[src/rtl/rtc_bus_sequencer_if.sv]
// rtc_bus_sequencer_if
// Command and pin bundle for the RTC bus sequencer.
// master: the upstream side. It issues commands and supplies the pad value of `salient`.
// slave : the sequencer. It drives the RTC strobes and the tristate drive value and enable.
interface rtc_bus_sequencer_if;
    logic       start_wr;
    logic       start_rd;
    logic [7:0] addr;
    logic [7:0] wdata;
    logic [7:0] rdata;
    logic       busy;
    logic       done;
    logic       err;
    logic       err_clr;
    logic       AD;
    logic       CS;
    logic       WR;
    logic       RD;
    logic [7:0] bus_out;
    logic       bus_oe;
    logic [7:0] bus_in;

    modport master (
        output start_wr, start_rd, addr, wdata, err_clr, bus_in,
        input  rdata, busy, done, err, AD, CS, WR, RD, bus_out, bus_oe
    );

    modport slave (
        input  start_wr, start_rd, addr, wdata, err_clr, bus_in,
        output rdata, busy, done, err, AD, CS, WR, RD, bus_out, bus_oe
    );
endinterface

[src/rtl/rtc_bus_sequencer.sv]
// rtc_bus_sequencer
// Turns one-cycle read/write pulses into the multiplexed address/data bus cycle
// of the external RTC. Every output comes from a register.
// Optional feature macro: RTC_BUSY_ERR_EN. When it is defined, a start seen while
// busy sets a sticky err flag. When it is not defined, err is tied low.
module rtc_bus_sequencer #(
    parameter int unsigned PHASE_CYCLES = 4
) (
    input  logic               clk,
    input  logic               reset,
    rtc_bus_sequencer_if.slave bus
);

    typedef enum logic [2:0] {
        IDLE     = 3'd0,
        A_SETUP  = 3'd1,
        A_STROBE = 3'd2,
        A_HOLD   = 3'd3,
        D_STROBE = 3'd4,
        D_HOLD   = 3'd5
    } state_t;

    localparam logic [7:0] PHASE_RELOAD = 8'(PHASE_CYCLES - 1);

    state_t     r_state;
    logic [7:0] r_cnt;
    logic       r_is_wr;
    logic [7:0] r_wdata;
    logic [7:0] r_rdata;
    logic       r_busy;
    logic       r_done;
    logic       r_ad;
    logic       r_cs;
    logic       r_wr;
    logic       r_rd;
    logic       r_oe;
    logic [7:0] r_bus_out;

    logic       w_start;
    logic       w_phase_end;

    assign w_start     = bus.start_wr | bus.start_rd;
    assign w_phase_end = (r_cnt == 8'd0);

    // Bus-cycle FSM. Each transition also loads the pin values for the state being entered.
    always_ff @(posedge clk) begin
        if (reset) begin
            r_state   <= IDLE;
            r_cnt     <= 8'd0;
            r_is_wr   <= 1'b0;
            r_wdata   <= 8'h00;
            r_rdata   <= 8'h00;
            r_busy    <= 1'b0;
            r_done    <= 1'b0;
            r_ad      <= 1'b1;
            r_cs      <= 1'b1;
            r_wr      <= 1'b1;
            r_rd      <= 1'b1;
            r_oe      <= 1'b0;
            r_bus_out <= 8'h00;
        end else begin
            r_done <= 1'b0;
            case (r_state)
                IDLE: begin
                    // A start is accepted here, including in the done cycle. Write wins a tie.
                    if (w_start) begin
                        r_state   <= A_SETUP;
                        r_cnt     <= 8'd0;
                        r_is_wr   <= bus.start_wr;
                        r_wdata   <= bus.wdata;
                        r_busy    <= 1'b1;
                        r_cs      <= 1'b0;
                        r_ad      <= 1'b0;
                        r_oe      <= 1'b1;
                        r_bus_out <= bus.addr;
                    end else begin
                        r_state <= IDLE;
                    end
                end
                A_SETUP: begin
                    // The address setup phase always lasts a single cycle.
                    r_state <= A_STROBE;
                    r_cnt   <= PHASE_RELOAD;
                    r_wr    <= 1'b0;
                end
                A_STROBE: begin
                    if (w_phase_end) begin
                        r_state <= A_HOLD;
                        r_cnt   <= PHASE_RELOAD;
                        r_wr    <= 1'b1;
                    end else begin
                        r_cnt <= r_cnt - 8'd1;
                    end
                end
                A_HOLD: begin
                    if (w_phase_end) begin
                        r_state <= D_STROBE;
                        r_cnt   <= PHASE_RELOAD;
                        r_ad    <= 1'b1;
                        if (r_is_wr) begin
                            r_wr      <= 1'b0;
                            r_oe      <= 1'b1;
                            r_bus_out <= r_wdata;
                        end else begin
                            r_rd <= 1'b0;
                            r_oe <= 1'b0;
                        end
                    end else begin
                        r_cnt <= r_cnt - 8'd1;
                    end
                end
                D_STROBE: begin
                    if (w_phase_end) begin
                        r_state <= D_HOLD;
                        r_cnt   <= PHASE_RELOAD;
                        r_wr    <= 1'b1;
                        r_rd    <= 1'b1;
                        // Capture read data on the edge that closes the strobe.
                        if (!r_is_wr) begin
                            r_rdata <= bus.bus_in;
                        end else begin
                            r_rdata <= r_rdata;
                        end
                    end else begin
                        r_cnt <= r_cnt - 8'd1;
                    end
                end
                D_HOLD: begin
                    if (w_phase_end) begin
                        r_state   <= IDLE;
                        r_cnt     <= 8'd0;
                        r_busy    <= 1'b0;
                        r_done    <= 1'b1;
                        r_cs      <= 1'b1;
                        r_ad      <= 1'b1;
                        r_oe      <= 1'b0;
                        r_bus_out <= 8'h00;
                    end else begin
                        r_cnt <= r_cnt - 8'd1;
                    end
                end
                default: begin
                    // An illegal state releases the bus and returns to idle.
                    r_state   <= IDLE;
                    r_cnt     <= 8'd0;
                    r_busy    <= 1'b0;
                    r_cs      <= 1'b1;
                    r_ad      <= 1'b1;
                    r_wr      <= 1'b1;
                    r_rd      <= 1'b1;
                    r_oe      <= 1'b0;
                    r_bus_out <= 8'h00;
                end
            endcase
        end
    end

`ifdef RTC_BUSY_ERR_EN
    logic r_err;

    // Sticky flag for a start that arrives while busy. Setting it beats a simultaneous clear.
    always_ff @(posedge clk) begin
        if (reset) begin
            r_err <= 1'b0;
        end else if (w_start && r_busy) begin
            r_err <= 1'b1;
        end else if (bus.err_clr) begin
            r_err <= 1'b0;
        end else begin
            r_err <= r_err;
        end
    end

    assign bus.err = r_err;
`else
    assign bus.err = 1'b0;
`endif

    assign bus.rdata   = r_rdata;
    assign bus.busy    = r_busy;
    assign bus.done    = r_done;
    assign bus.AD      = r_ad;
    assign bus.CS      = r_cs;
    assign bus.WR      = r_wr;
    assign bus.RD      = r_rd;
    assign bus.bus_out = r_bus_out;
    assign bus.bus_oe  = r_oe;

endmodule

[src/flat_wrapper.sv]
// flat-port wrapper written by rule: the top's interface ports become plain ports
module rtc_bus_sequencer_flat 
#(
    parameter int unsigned PHASE_CYCLES = 4
)
  (clk, reset, bus_start_wr, bus_start_rd, bus_addr, bus_wdata, bus_err_clr, bus_bus_in, bus_rdata, bus_busy, bus_done, bus_err, bus_AD, bus_CS, bus_WR, bus_RD, bus_bus_out, bus_bus_oe);
  rtc_bus_sequencer_if bus_i ();
  input  logic clk;
  input  logic reset;
  input wire logic [$bits(bus_i.start_wr)-1:0] bus_start_wr;
  input wire logic [$bits(bus_i.start_rd)-1:0] bus_start_rd;
  input wire logic [$bits(bus_i.addr)-1:0] bus_addr;
  input wire logic [$bits(bus_i.wdata)-1:0] bus_wdata;
  input wire logic [$bits(bus_i.err_clr)-1:0] bus_err_clr;
  input wire logic [$bits(bus_i.bus_in)-1:0] bus_bus_in;
  output wire logic [$bits(bus_i.rdata)-1:0] bus_rdata;
  output wire logic [$bits(bus_i.busy)-1:0] bus_busy;
  output wire logic [$bits(bus_i.done)-1:0] bus_done;
  output wire logic [$bits(bus_i.err)-1:0] bus_err;
  output wire logic [$bits(bus_i.AD)-1:0] bus_AD;
  output wire logic [$bits(bus_i.CS)-1:0] bus_CS;
  output wire logic [$bits(bus_i.WR)-1:0] bus_WR;
  output wire logic [$bits(bus_i.RD)-1:0] bus_RD;
  output wire logic [$bits(bus_i.bus_out)-1:0] bus_bus_out;
  output wire logic [$bits(bus_i.bus_oe)-1:0] bus_bus_oe;
  assign bus_i.start_wr = bus_start_wr;
  assign bus_i.start_rd = bus_start_rd;
  assign bus_i.addr = bus_addr;
  assign bus_i.wdata = bus_wdata;
  assign bus_i.err_clr = bus_err_clr;
  assign bus_i.bus_in = bus_bus_in;
  assign bus_rdata = bus_i.rdata;
  assign bus_busy = bus_i.busy;
  assign bus_done = bus_i.done;
  assign bus_err = bus_i.err;
  assign bus_AD = bus_i.AD;
  assign bus_CS = bus_i.CS;
  assign bus_WR = bus_i.WR;
  assign bus_RD = bus_i.RD;
  assign bus_bus_out = bus_i.bus_out;
  assign bus_bus_oe = bus_i.bus_oe;
  rtc_bus_sequencer #(.PHASE_CYCLES(PHASE_CYCLES)) u_core (.clk(clk), .reset(reset), .bus(bus_i));
endmodule
[config.mk]
export PLATFORM = sky130hd
export DESIGN_NAME = rtc_bus_sequencer_flat
export DESIGN_NICKNAME = d
export VERILOG_FILES = /design/src/rtl/rtc_bus_sequencer_if.sv /design/src/rtl/rtc_bus_sequencer.sv /design/src/flat_wrapper.sv
export SDC_FILE = /design/constraint.sdc
export NUM_CORES = 1
export LEC_CHECK = 0
export BUFFER_PORTS_ARGS = -buffer_cell sky130_fd_sc_hd__buf_2
export CORE_ASPECT_RATIO = 2
export CORE_MARGIN = 5
export CORE_UTILIZATION = 49
export CTS_BUF_LIST = sky130_fd_sc_hd__clkbuf_4
export CTS_CLUSTER_DIAMETER = 80
export DETAILED_ROUTE_END_ITERATION = 10
export HOLD_SLACK_MARGIN = 0.05
export PLACE_DENSITY = 0.8
export SYNTH_ARGS = -nofsm -noshare
export SYNTH_HDL_FRONTEND = slang
export SYNTH_SLANG_ARGS = --single-unit
[constraint.sdc]
create_clock -name clk -period 1.8 [get_ports clk]
set_input_delay 0.18 -clock clk [delete_from_list [all_inputs] [get_ports clk]]
set_output_delay 0.18 -clock clk [all_outputs]
set_load 0.02 [all_outputs]
==> results of run 1 <==
==> worst max-delay path, stage by stage, from the launching register on <==
cell	delay (ns)
dfxtp_1	0.33
or4_4	0.58
buf_4	0.19
a2111oi_4	0.33
xnor2_1	0.20
nor2_2	0.05
==> cell families after synthesis <==
kind of cell	count (synthesis)	synth area share (%)
adders and majority gates	2	1.24
AOI/OAI and AO/OA	56	19.8
xor gates and xnor gates	6	2.61
and+or+nand+nor	86	20.9
buffers and inverters	21	4.47
other	1	0.186
DFF	43	42.8
muxes	16	7.96
==> power groups by stage <==
stage	registers (mW)	logic (mW)	clock network, mW
after floorplan	1.52	1.59	0
after global placement	1.39	2.43	0
after detailed placement	1.40	2.46	0
after CTS	1.38	2.58	0.509
after global routing	1.43	2.88	0.540
final	1.39	2.65	0.491
==> cell usage after synthesis (4+ instances only) <==
master     n  area [µm²]
o21ai_0    7        35.0
nand2_1   37         139
nor2_1    20        75.1
xnor2_1    4        35.0
a22o_1     8        70.1
dfxtp_1   43         861
mux2i_1   16         160
a21oi_1   16        80.1
clkbuf_1  10        37.5
inv_1      6        22.5
==> final timing paths <==
path,cells past startpoint,endpoint,start
worst max register to register,5,u_core.r_cnt[7]$_SDFFE_PP0P_,u_core.r_cnt[3]$_SDFFE_PP0P_
worst min-delay path,3,u_core.r_is_wr$_SDFFE_PP0P_,bus_start_wr
worst min register to register,2,u_core.bus.bus_out[7]$_SDFFE_PP0P_,u_core.bus.bus_out[7]$_SDFFE_PP0P_
worst max-delay path,5,u_core.r_cnt[7]$_SDFFE_PP0P_,u_core.r_cnt[3]$_SDFFE_PP0P_
==> routing by layer <==
metal / part of all wire (%) / vias up
met5: 0 / -
met4: 3.3 / 0
met3: 4.9 / 15
met2: 55 / 57
met1: 37 / 889
li1: - / 966
==> flip-flops by register name, summed over array words and instances, names as in the netlist, 3 cells and up <==
signal              cells
u_core.r_wdata          8
u_core.bus.bus_out      8
u_core.bus.rdata        8
u_core.r_cnt            8
u_core.r_state          3
==> what timing repair did <==
item                                   4_1_cts  5_1_grt
pin swaps                                    1        0
endpoints found under the hold margin       16        0
setup endpoints to repair                   10       15
resized for setup                            4        3
hold buffers                                16        0
==> through the flow <==
step	hold WS [ns]	TNS, ns	cell area [µm²]	std cells	setup WS (ns)
after floorplan	0.316	0	2010	231	0.102
after global placement	0.413	0	2420	337	0.0206
after detailed placement	0.429	-0.0392	2420	337	-0.0104
after CTS	0.0926	0	2660	361	0.0106
after global routing	0.131	0	2670	361	0.0125
final	0.118	0	2670	361	0.0380
==> layout make-up <==
class | count | area [µm²] | area share, %
sequential | 43 | 861 | 32.2
clock buffer | 6 | 45.0 | 1.69
tap | 52 | 65.1 | 2.43
timing repair buffer | 85 | 566 | 21.2
multi-input combinational | 167 | 1100 | 41.2
inverter | 6 | 22.5 | 0.843
clock inverter | 2 | 12.5 | 0.468
==> summary.txt, run 1 <==
Run status
  • Status: complete, no violations

Placement
  • IO Port Bufs: 50
  • DPL Wire Length: 3.73 mm
  • Routability Congestion: 0.877

Finish
  • Fill cell count: 363
  • Area growth syn-to-layout: 32.8%
  • Commonest non-fill, non-tap cell in the layout: buf_2
  • N_diodes: 0
  • Share of cells above drive strength 1: 30.4%
  • Commonest cells after routing, fill and taps aside: buf_2, dfxtp_1, nand2_1, nor2_1, buf_4
  • Final Util: 66.0%
  • Nets@finish: 339

Synth
  • Post-Syn Instances: 231
  • Yosys reg bits: 43
  • Synth Flop Type: dfxtp_1
  • Synthesized Nets: 262
  • FFs w/ async S/R, synth: 0%
  • Synth warn: 0
  • Post-synth EDFFs: 0
  • Yosys cell types: 48
  • Average size of a mapped cell: 8.72 µm²
  • Post-synthesis sequential area ratio: 42.8%
  • Synthesized area: 0.00201 mm²

Power
  • Overall power: 4.53 mW
  • Maximum vdd drop: 1.02 mV
  • Clk network pwr share: 10.9%
  • Pint: 2.60 mW
  • Pleak: 1.17 nW
  • Seq pwr share: 30.7%
  • Combinational power share: 58.4%
  • Switch share: 42.7%
  • Net Switching: 1.93 mW
  • Power Density: 1690 mW/mm²

Timing
  • Worst-Margin Slew: 0.603 ns
  • Clock period minus worst slack: 1.76 ns
  • Rel. slew slack: 59.6%
  • Final cycle utilization of the critical path: 97.9%
  • RSZ-0062 raised after global routing: false
  • Final Hold Fails: 0
  • Final Setup Violations: 0
  • FMAX: 568 MHz
  • Max-slew violations: 0
  • Clk_skew: 0.0101 ns

Global routing
  • Initial antenna violation count: 0
  • First-pass GRT wire length: 8.83 mm
  • Overflow after GRT: 0
  • Most used routing layer: met2
  • Number of global-route vias before repair: 1,966
  • Total GRT Usage: 19.9%
  • Routing usage on met3: 5.00%
  • Global-route track usage on met2: 37.7%
  • Met1 usage: 19.1%
  • Largest net degree at the start of global routing: 27

Worst setup path
  • Worst setup EP type: flip-flop
  • Reg2Reg Setup Slack: 0.04 ns
  • Worst Setup Path Type: reg2reg
  • CP max FO: 5
  • Crit path DAT: 2.04 ns
  • Worst Setup Start Kind: flip-flop
  • CP required: 2.08 ns

Clock tree
  • H-tree level count: 2
  • Clk sink count: 43
  • Deepest clock path buffer count: 2
  • CTS tree: done
  • Setup Buffers After CTS: 0
  • Clk_lat worst skew: 0.37 ns
  • Clk slew on worst S/H paths: 0.13 ns
  • CTS buffer count: 5
  • Clk root buf: clkbuf_4

Floorplanning
  • DIE HEIGHT: 101 µm
  • Die Wd: 55.3 µm
  • Num rows: 33
  • Initial Utilization: 49.8%
  • # IOs: 53
  • Core Area: 0.00405 mm²
  • Die area: 0.00557 mm²

Detailed routing
  • DRT antenna net count: 0
  • Drt wl/cell: 14.4 µm
  • Drt via density: 5.34
  • Vias post-DR: 1,927
  • Initial DRC Count: 53
  • Router iterations before antenna repair: 4
  • WL final: 5.21 mm
  • Residual DRC: 0

Min path
  • Hold crit path type: in2reg

Job
  • Maxcap violations: 0
Note: power is estimated with default switching activity, not from simulation.
==> inputs of run 2 (changes only) <==
--- a/config.mk
+++ b/config.mk
@@ -14,4 +14,5 @@
 export DETAILED_ROUTE_END_ITERATION = 10
 export HOLD_SLACK_MARGIN = 0.05
+export MAX_ROUTING_LAYER = met4
 export PLACE_DENSITY = 0.8
 export SYNTH_ARGS = -nofsm -noshare
==> constraint.sdc (replaced) <==
create_clock -name clk -period 1.8 [get_ports clk]
set_input_delay 0.36 -clock clk [delete_from_list [all_inputs] [get_ports clk]]
set_output_delay 0.36 -clock clk [all_outputs]
set_load 0.02 [all_outputs]
==> run 2 against run 1 <==
Effect of this change:
- register-to-register slack better by 0.05 ns
- count of clock-buffer cells in the layout down 1
- non-clock buffer count down 21
- critical path type unchanged
- largest power group unchanged
- highest routed layer unchanged
- sequential share of layout area up 2.2 points
- first-iteration DRC count down 25%
- clock power up 25%
- final cell count down 5.8%
- routed wire length down 7.9%
- largest cell class unchanged
- power up 0.42%
- critical path depth up 1
==> summary.txt, run 2 (synthesized netlist as in run 1, its figures left out) <==
Run status
  • Status: complete, no violations (unchanged)

Timing
  • Final Setup Violations: 0 (unchanged)
  • FMAX: 583 MHz (was 568 MHz)
  • RSZ-0062 raised after global routing: false (unchanged)
  • Rel. slew slack: 61.2% (was 59.6%)
  • Clk_skew: 0.0186 ns (was 0.0101 ns)
  • Final Hold Fails: 0 (unchanged)
  • Final cycle utilization of the critical path: 95.3% (was 97.9%)
  • Worst-Margin Slew: 0.580 ns (was 0.603 ns)
  • Max-slew violations: 0 (unchanged)
  • Clock period minus worst slack: 1.72 ns (was 1.76 ns)

Worst setup path
  • Crit path buf inv count: 2 (was 1)
  • Highest-delay cell along the critical path: nor4_1 (was or4_4)
  • CP max stage delay: 0.35 ns (was 0.58 ns)
  • CP max FO: 4 (was 5)
  • CP top delay family: simple AND/OR/NAND/NOR gates (unchanged)
  • Crit path DAT: 1.96 ns (was 2.04 ns)
  • CP required: 2.05 ns (was 2.08 ns)
  • Worst setup path startpoint: u_core.r_cnt[3]$_SDFFE_PP0P_ (unchanged)
  • CP dominant cell by count: buf_4
  • Worst setup EP type: flip-flop (unchanged)
  • Reg2Reg Setup Slack: 0.08 ns (was 0.04 ns)
  • Worst Setup Path Type: reg2reg (unchanged)
  • Worst path cell trace: buf_4 > nor4_1 > buf_4 > nand4b_1 > and2_1 > o221a_2 (was or4_4 > buf_4 > a2111oi_4 > xnor2_1 > nor2_2)
  • Reg-to-reg endpoint: u_core.r_state[0]$_SDFFE_PP0P_ (was u_core.r_cnt[7]$_SDFFE_PP0P_)
  • Worst Setup Start Kind: flip-flop (unchanged)
  • R2R Path Start: u_core.r_cnt[3]$_SDFFE_PP0P_ (unchanged)
  • R2R depth: 6 (was 5)

Placement
  • IO Port Bufs: 50 (unchanged)
  • DPL Wire Length: 3.77 mm (was 3.73 mm)
  • Placed Cells: 332 (was 337)
  • Routability Congestion: 0.894 (was 0.877)

Finish
  • Commonest non-fill, non-tap cell in the layout: buf_2 (unchanged)
  • Reg area: 861 µm² (unchanged)
  • Multi-input logic area: 0.00111 mm² (was 0.00110 mm²)
  • Area growth syn-to-layout: 24.4% (was 32.8%)
  • N_diodes: 0 (unchanged)
  • Final std cells w/o fill: 340 (was 361)
  • Fill cell count: 399 (was 363)
  • Nets@finish: 318 (was 339)
  • Commonest cells after routing, fill and taps aside: buf_2, dfxtp_1, nand2_1, nor2_1 (was buf_2, dfxtp_1, nand2_1, nor2_1, buf_4)
  • Share of cells above drive strength 1: 30.9% (was 30.4%)

Floorplanning
  • Die Wd: 55.3 µm (unchanged)
  • # IOs: 53 (unchanged)
  • DIE HEIGHT: 101 µm (unchanged)
  • Die area: 0.00557 mm² (unchanged)
  • Initial Utilization: 49.8% (unchanged)
  • Core Area: 0.00405 mm² (unchanged)
  • Num rows: 33 (unchanged)

Power
  • Maximum vdd drop: 1.65 mV (was 1.02 mV)
  • Power Density: 1820 mW/mm² (was 1690 mW/mm²)
  • Pleak: 1.09 nW (was 1.17 nW)
  • Overall power: 4.55 mW (was 4.53 mW)

Min path
  • Worst hold start: bus_wdata[4] (was bus_start_wr)
  • Worst Hold Path EP: u_core.r_wdata[4]$_SDFFE_PP0P_ (was u_core.r_is_wr$_SDFFE_PP0P_)
  • Hold Path Cell Cnt: 3 (unchanged)
  • Hold crit path type: in2reg (unchanged)

Global routing
  • Number of global-route vias before repair: 1,809 (was 1,966)
  • Initial antenna violation count: 0 (unchanged)
  • Total GRT Usage: 17.9% (was 19.9%)
  • Overflow after GRT: 0 (unchanged)
  • First-pass GRT wire length: 7.90 mm (was 8.83 mm)
  • Largest net degree at the start of global routing: 19 (was 27)

Detailed routing
  • WL final: 4.80 mm (was 5.21 mm)
  • Vias post-DR: 1,825 (was 1,927)
  • DRT antenna net count: 0 (unchanged)
  • Residual DRC: 0 (unchanged)
  • Drt via density: 5.37 (was 5.34)
  • Router iterations before antenna repair: 4 (unchanged)
  • Drt wl/cell: 14.1 µm (was 14.4 µm)
  • Initial DRC Count: 40 (was 53)

Clock tree
  • Setup Buffers After CTS: 0 (unchanged)
  • Hold_buf cts: 0 (was 16)
  • CTS tree: done (unchanged)
  • Clk root buf: clkbuf_4 (unchanged)
  • Clk slew on worst S/H paths: 0.14 ns (was 0.13 ns)
  • H-tree level count: 2 (unchanged)
  • Clk sink count: 43 (unchanged)
  • Deepest clock path buffer count: 2 (unchanged)
  • Clk_lat worst skew: 0.36 ns (was 0.37 ns)
  • CTS buffer count: 5 (unchanged)

Job
  • Maxcap violations: 0 (unchanged)
-- run 2: cell type report --
| cell class | count | area share [%] |
|---|---|---|
| multi-input combinational | 167 | 44.2 |
| sequential | 43 | 34.4 |
| timing repair buffer | 64 | 14.7 |
| tap | 52 | 2.60 |
| clock inverter | 3 | 1.75 |
| clock buffer | 5 | 1.50 |
| inverter | 6 | 0.899 |
-- run 2: per-stage QoR --
stage               setup WS (ns)  util, %  cell area, µm²  hold WS (ns)  TNS (ns)
finish                     0.0849     61.9            2500         0.213         0
global route              0.00377     61.9            2500         0.204         0
CTS                       -0.0182     61.2            2470         0.213   -0.0182
detailed placement        -0.0430     58.8            2380         0.448    -0.288
global placement          -0.0122     58.8            2380         0.441   -0.0807
floorplan                   0.102        -            2010         0.436         0
-- run 2: per-layer routing --
layer  vias to the layer above  wire [µm]  track usage, %
met3                        13        222            4.10
met2                        49       2640            33.1
met5                         -          0               -
li1                        919          -               -
met1                       844       1810            17.3
met4                         0        127            8.05
-- run 2: where the power goes --
part	total, mW	internal, mW	switching [mW]
Combinational	2.50	1.13	1.37
Clock	0.616	0.292	0.324
Sequential	1.43	1.21	0.215
Total	4.55	2.64	1.91
-- run 2: repair_timing --
| item | 4_1_cts | 5_1_grt |
|---|---|---|
| setup endpoints to repair | 8 | 18 |
| gates resized for setup | 2 | 7 |
| pin swaps | 1 | 0 |
-- run 2: tightest hold or removal path: stages --
cell     delay (ns)
buf_2          0.09
nand2_1        0.04
a21oi_1        0.05
-- run 2: how the worst max path moves through the flow --
stage                                          to  slack, ns  cells past startpoint
3_5_place_dp   u_core.bus.bus_out[7]$_SDFFE_PP0P_      -0.04                      6
5_1_grt            u_core.r_state[0]$_SDFFE_PP0P_      0.004                      6
3_3_place_gp   u_core.bus.bus_out[7]$_SDFFE_PP0P_      -0.01                      6
2_1_floorplan          u_core.bus.WR$_SDFFE_PP1P_       0.10                      6
4_1_cts            u_core.bus.bus_oe$_SDFFE_PP0P_      -0.02                      4
6_report           u_core.r_state[0]$_SDFFE_PP0P_       0.08                      6
